### config.mk
export PLATFORM = sky130hd
export DESIGN_NAME = muldiv_unit
export DESIGN_NICKNAME = d
export VERILOG_FILES = /design/src/rtl/muldiv_unit.sv
export SDC_FILE = /design/constraint.sdc
export NUM_CORES = 1
export LEC_CHECK = 0
export ABC_AREA = 1
export CAP_MARGIN = 5
export CORE_MARGIN = 8
export CORE_UTILIZATION = 50
export DETAILED_ROUTE_END_ITERATION = 8
export PLACE_DENSITY = 0.69
export SETUP_SLACK_MARGIN = 0.3
export SLEW_MARGIN = 25
export SYNTH_ARGS = -nofsm -noshare
export SYNTH_HDL_FRONTEND = slang
export SYNTH_SLANG_ARGS = --single-unit
### constraint.sdc
create_clock -name clk -period 2.1 [get_ports clk]
set_input_delay 0.525 -clock clk [delete_from_list [all_inputs] [get_ports clk]]
set_output_delay 0.525 -clock clk [all_outputs]
set_load 0.02 [all_outputs]
### src/rtl/muldiv_unit.sv
// Iterative 8-bit multiply/divide unit: 8 shift-add or restoring-division steps, then a one-cycle register-file write.
// Optional divider hardware is built only when MULDIV_DIV_EN is defined.
module muldiv_unit #(
  parameter int pw = 4
) (
  input  logic          clk,
  input  logic          reset_n,
  input  logic          start,
  input  logic [1:0]    op,
  input  logic [7:0]    dat_a,
  input  logic [7:0]    dat_b,
  input  logic [pw:0]   dst_addr,
  output logic          busy,
  output logic          done,
  output logic          wr_en,
  output logic [pw:0]   wr_addr,
  output logic [7:0]    dat_out,
  output logic          div_zero
);

  typedef enum logic [1:0] {ST_IDLE, ST_RUN, ST_DONE} state_t;

  state_t       state_q;
  logic [2:0]   cnt_q;
  logic [1:0]   op_q;
  logic [pw:0]  dst_q;
  logic [15:0]  prod_q, prod_d;
  logic [15:0]  mcand_q;
  logic [7:0]   mplier_q;
  logic         done_q, wr_en_q, div_zero_q;
  logic [pw:0]  wr_addr_q;
  logic [7:0]   dat_out_q;
  logic [7:0]   result_d;

`ifdef MULDIV_DIV_EN
  logic [7:0]   quo_q, quo_d;
  logic [7:0]   divisor_q;
  logic [8:0]   rem_q, rem_d;
  logic [8:0]   shifted;
  logic [9:0]   diff;
  logic         dz_q;

  // Restoring step: the dividend is shifted out of the quotient register MSB-first.
  // A zero divisor always "fits", giving quotient 8'hFF and remainder equal to the dividend.
  always_comb begin
    shifted = {rem_q[7:0], quo_q[7]};
    diff    = {1'b0, shifted} - {2'b00, divisor_q};
    rem_d   = shifted;
    quo_d   = {quo_q[6:0], 1'b0};
    if (!diff[9]) begin
      rem_d = diff[8:0];
      quo_d = {quo_q[6:0], 1'b1};
    end
  end
`endif

  always_comb begin
    prod_d = mplier_q[0] ? (prod_q + mcand_q) : prod_q;
  end

  always_comb begin
    result_d = 8'h00;
    case (op_q)
      2'b00:   result_d = prod_d[7:0];
      2'b01:   result_d = prod_d[15:8];
`ifdef MULDIV_DIV_EN
      2'b10:   result_d = quo_d;
      default: result_d = rem_d[7:0];
`else
      default: result_d = 8'h00;
`endif
    endcase
  end

  always_ff @(posedge clk or negedge reset_n) begin
    if (!reset_n) begin
      state_q    <= ST_IDLE;
      cnt_q      <= 3'd0;
      op_q       <= 2'b00;
      dst_q      <= '0;
      prod_q     <= 16'h0000;
      mcand_q    <= 16'h0000;
      mplier_q   <= 8'h00;
`ifdef MULDIV_DIV_EN
      quo_q      <= 8'h00;
      rem_q      <= 9'h000;
      divisor_q  <= 8'h00;
      dz_q       <= 1'b0;
`endif
      done_q     <= 1'b0;
      wr_en_q    <= 1'b0;
      wr_addr_q  <= '0;
      dat_out_q  <= 8'h00;
      div_zero_q <= 1'b0;
    end else begin
      done_q  <= 1'b0;
      wr_en_q <= 1'b0;
      case (state_q)
        ST_RUN: begin
          prod_q   <= prod_d;
          mcand_q  <= {mcand_q[14:0], 1'b0};
          mplier_q <= {1'b0, mplier_q[7:1]};
`ifdef MULDIV_DIV_EN
          quo_q    <= quo_d;
          rem_q    <= rem_d;
`endif
          if (cnt_q == 3'd0) begin
            state_q   <= ST_DONE;
            done_q    <= 1'b1;
            dat_out_q <= result_d;
            wr_addr_q <= dst_q;
`ifdef MULDIV_DIV_EN
            wr_en_q    <= 1'b1;
            div_zero_q <= op_q[1] & dz_q;
`else
            // Divide ops complete without a write when no divider is built.
            wr_en_q    <= ~op_q[1];
            div_zero_q <= 1'b0;
`endif
          end else begin
            cnt_q <= cnt_q - 3'd1;
          end
        end
        default: begin
          if (start) begin
            state_q   <= ST_RUN;
            cnt_q     <= 3'd7;
            op_q      <= op;
            dst_q     <= dst_addr;
            prod_q    <= 16'h0000;
            mcand_q   <= {8'h00, dat_a};
            mplier_q  <= dat_b;
`ifdef MULDIV_DIV_EN
            quo_q     <= dat_a;
            rem_q     <= 9'h000;
            divisor_q <= dat_b;
            dz_q      <= (dat_b == 8'h00);
`endif
          end else begin
            state_q <= ST_IDLE;
          end
        end
      endcase
    end
  end

  assign busy     = (state_q != ST_IDLE);
  assign done     = done_q;
  assign wr_en    = wr_en_q;
  assign wr_addr  = wr_addr_q;
  assign dat_out  = dat_out_q;
  assign div_zero = div_zero_q;

endmodule

==> results of run 1 <==
-- flip-flops by register name, summed over array words and instances, names as in the netlist --
| name | flops |
|---|---|
| state_q | 2 |
| mcand_q | 16 |
| dat_out | 8 |
| cnt_q | 3 |
| done | 1 |
| dst_q | 5 |
| wr_addr | 5 |
| mplier_q | 8 |
| op_q | 2 |
| prod_q | 16 |
| wr_en | 1 |
-- critical path: stages, from the launching register on --
cell      delay (ns)
dfrtp_1         0.39
ha_2            0.21
fa_2            0.37
nand2_2         0.10
nand2_1         0.06
nand3b_1        0.13
nand2_2         0.10
nand2_2         0.09
nand2_2         0.06
nand2_2         0.10
nand3_4         0.07
nand3_2         0.08
o21ai_2         0.05
-- what timing repair did --
action | in CTS | in global routing
gates resized for setup | 33 | 19
hold buffers | 0 | 0
setup buffers | 2 | 2
pin swaps | 3 | 9
hold endpoints to repair | 0 | 0
endpoints found under the setup margin | 29 | 20
-- layout make-up --
class | instances | area share
multi-input cells | 351 | 0.416
flip-flops and latches | 67 | 0.342
repair buffers | 55 | 0.102
inverters | 82 | 0.0638
well taps | 102 | 0.0260
clock buffers | 9 | 0.0253
clock inverters | 7 | 0.0248
-- cell usage in the layout, fill, tap and decap left out, drive strengths merged --
cell and count:
a22o 1, bufinv 3, xor2 2, conb 1, clkdlybuf4s50 24, a32o 1, clkinv 2, nand3b 1
buf 15, fa 1, o22ai 8, and2 1, dfrtp 67, nand2 172, nand3 54, xnor2 1
a21oi 21, o211ai 6, inv 84, nand4 2, nor3 3, clkbuf 10, or2 4, o221ai 2
nor2 29, ha 17, o21ai 24, dlygate4sd2 15
-- metrics by stage --
stage | power (mW) | utilization
final | 7.64 | 0.641
after global routing | 8.24 | 0.641
after CTS | 7.50 | 0.630
after detailed placement | 6.00 | 0.582
after global placement | 5.90 | 0.582
after floorplan | 4.83 | -
-- kinds of logic (layout without fill, tap and decap cells) --
kind of cell | Yosys count | in the layout | synth area share
compound gates | 63 | 63 | 0.0989
xor+xnor | 3 | 3 | 0.00672
fa+ha+maj | 18 | 18 | 0.0595
buf+inv | 96 | 153 | 0.101
flops | 67 | 67 | 0.429
other cells | 1 | 1 | 0.000959
simple gates | 266 | 266 | 0.304
-- power by group through the flow --
stage	clock [mW]	sequential, mW	combinational [mW]
2_1_floorplan	0	2.28	2.55
3_3_place_gp	0	2.18	3.72
3_5_place_dp	0	2.20	3.80
4_1_cts	1.37	2.22	3.91
5_1_grt	1.43	2.29	4.52
6_report	1.35	2.23	4.05
-- routing by layer --
layer  wire (um)  up-vias  global-route usage  part of all wire
li1            -     1725                   -                 -
met3         528       12              0.0428             0.052
met5           0        -                   0                 0
met1        4600     1696               0.236              0.45
met4         163        0              0.0631             0.016
met2        4910       87               0.328              0.48
-- Yosys cell counts --
master,instances,area [um^2]
conb_1,1,3.75
buf_2,4,20.0
o21ai_1,1,5.00
buf_4,1,7.51
o211ai_1,6,45.0
buf_6,1,11.3
or2_2,4,25.0
a21oi_2,8,70.1
o21ai_0,23,115
inv_6,1,8.76
nor2_2,5,31.3
xnor2_1,1,8.76
xor2_1,2,17.5
nor3_1,1,5.00
and2_1,1,6.26
clkbuf_1,6,22.5
a22o_1,1,8.76
nor2_8,4,80.1
inv_2,6,22.5
dfrtp_1,67,1680
o221ai_1,2,17.5
nand3_1,54,270
nand3b_1,1,7.51
nor2_4,1,11.3
nor3_2,2,20.0
nand4_1,2,12.5
nand2_2,1,6.26
a21oi_1,13,65.1
a32o_1,1,10.0
o22ai_1,8,50.1
inv_1,74,278
ha_1,17,213
nand2_1,171,642
clkbuf_2,1,5.00
nor2_1,19,71.3
clkinv_1,1,3.75
buf_8,1,15.0
fa_1,1,20.0
-- worst paths after layout --
check,from,to,slack (ns),cells after the start
worst max-delay path,prod_q[0]$_DFFE_PN0P_,prod_q[14]$_DFFE_PN0P_,0.16,12
worst min-delay path,reset_n,cnt_q[0]$_DFFE_PN0P_,0.15,1
worst max register to register,prod_q[0]$_DFFE_PN0P_,prod_q[14]$_DFFE_PN0P_,0.16,12
worst min register to register,wr_addr[3]$_DFFE_PN0P_,wr_addr[3]$_DFFE_PN0P_,0.48,2
max in group asynchronous,reset_n,mcand_q[6]$_DFFE_PN0P_,1.33,2
min in group clk,wr_addr[3]$_DFFE_PN0P_,wr_addr[3]$_DFFE_PN0P_,0.48,2
==> flow_summary.json, run 1 <==
{
  "setup_ws_ns": 0.156,
  "synth_area_per_cell_um2": 7.60,
  "cts_made_buffers": 9,
  "p_clk_frac": 0.177,
  "p_leak_nw": 2.44,
  "syn_inst": 514,
  "worstPathArrival_ns": 2.17,
  "status": "finished clean",
  "switching_share": 0.457,
  "stdcell_count": 673,
  "worstSetupPathType": "register to register",
  "gp_congestion": 0.871,
  "rows": 32,
  "syn_area_mm2": 0.00391,
  "cts_tree": "done",
  "grt_overflow": 0,
  "area_delta_synth_final_pct": 25.4,
  "first_global_vias": 3666,
  "vias": 3520,
  "setup_viol": 0,
  "post-route-cell-area_mm2": 0.00490,
  "seq_power_share": 0.292,
  "skew_ns": 0.00783,
  "relSlewSlack": 0.647,
  "grt_max_degree": 45,
  "grt_pass1_wl_um": 17300,
  "dr.pass1.iters": 4,
  "ant_nets": 0,
  "internal-power_mw": 4.15,
  "finalHoldViolations": 0,
  "fin_crit_sh": 0.926,
  "yosys_warnings": 0,
  "wire_per_inst_um": 15.2,
  "core-area_mm2": 0.00765,
  "tightest_slew_ns": 0.530,
  "viasPerCell": 5.23,
  "synth_cell_types": 38,
  "drt-total-wl_um": 10200,
  "clock_sinks": 67,
  "dp_hpwl_um": 7120,
  "antennaDiodeCount": 0,
  "cp_max_fo": 3,
  "nets": 610,
  "h-tree-depth": 3,
  "fmax_mhz": 514,
  "antenna_found_initial": 0,
  "ys_seq_area_frac": 0.429,
  "seq_area_mm2": 0.00168,
  "multi_input_area_mm2": 0.00204,
  "layout-drive-gt1-share": 0.170,
  "final-max-slew-violation-count": 0,
  "rsz0062_at_grt": "true",
  "combPwrFrac": 0.531,
  "drtIter0Drc": 184,
  "period_needed_ns": 1.94,
  "fin_tns_setup_ns": 0,
  "endpoint_kind": "register",
  "worstSkewPairLatency_ns": 0.35,
  "placed_area_mm2": 0.00445,
  "vdd_drop_max_v": 0.000951,
  "dp_slack_ns": 0.121,
  "die_h_um": 104,
  "die_area_mm2": 0.0109,
  "p_sw_mw": 3.49,
  "synth_seq_cells": 67,
  "cts_buffer_depth": 2,
  "worstPathRequired_ns": 2.32,
  "syn_nets": 558,
  "cp-start-kind": "register",
  "pwr_density_cell_mw_per_mm2": 1560,
  "drc": 0,
  "hold_path_class": "primary input to asynchronous set/reset pin",
  "clkSlewWorstSetupHoldPaths_ns": 0.08,
  "fillCellCount": 674,
  "dp_cells": 653,
  "whs_ns": 0.147,
  "grt_use_total": 0.193,
  "root_buffer": "clkbuf_8",
  "maxCapViolCount": 0,
  "initial_core_util": 0.511,
  "portBuffers": 41,
  "die_x_um": 104,
  "ios": 43
}
Power figures use the tool's default switching activity.
==> run 2, diff against run 1 <==
ABC_CLOCK_PERIOD_IN_PS = 2100   (was not set)
TNS_END_PERCENT = 100   (was not set)
==> results of run 2 <==
No change in the layout: final DEF, timing and power equal those of run 1.
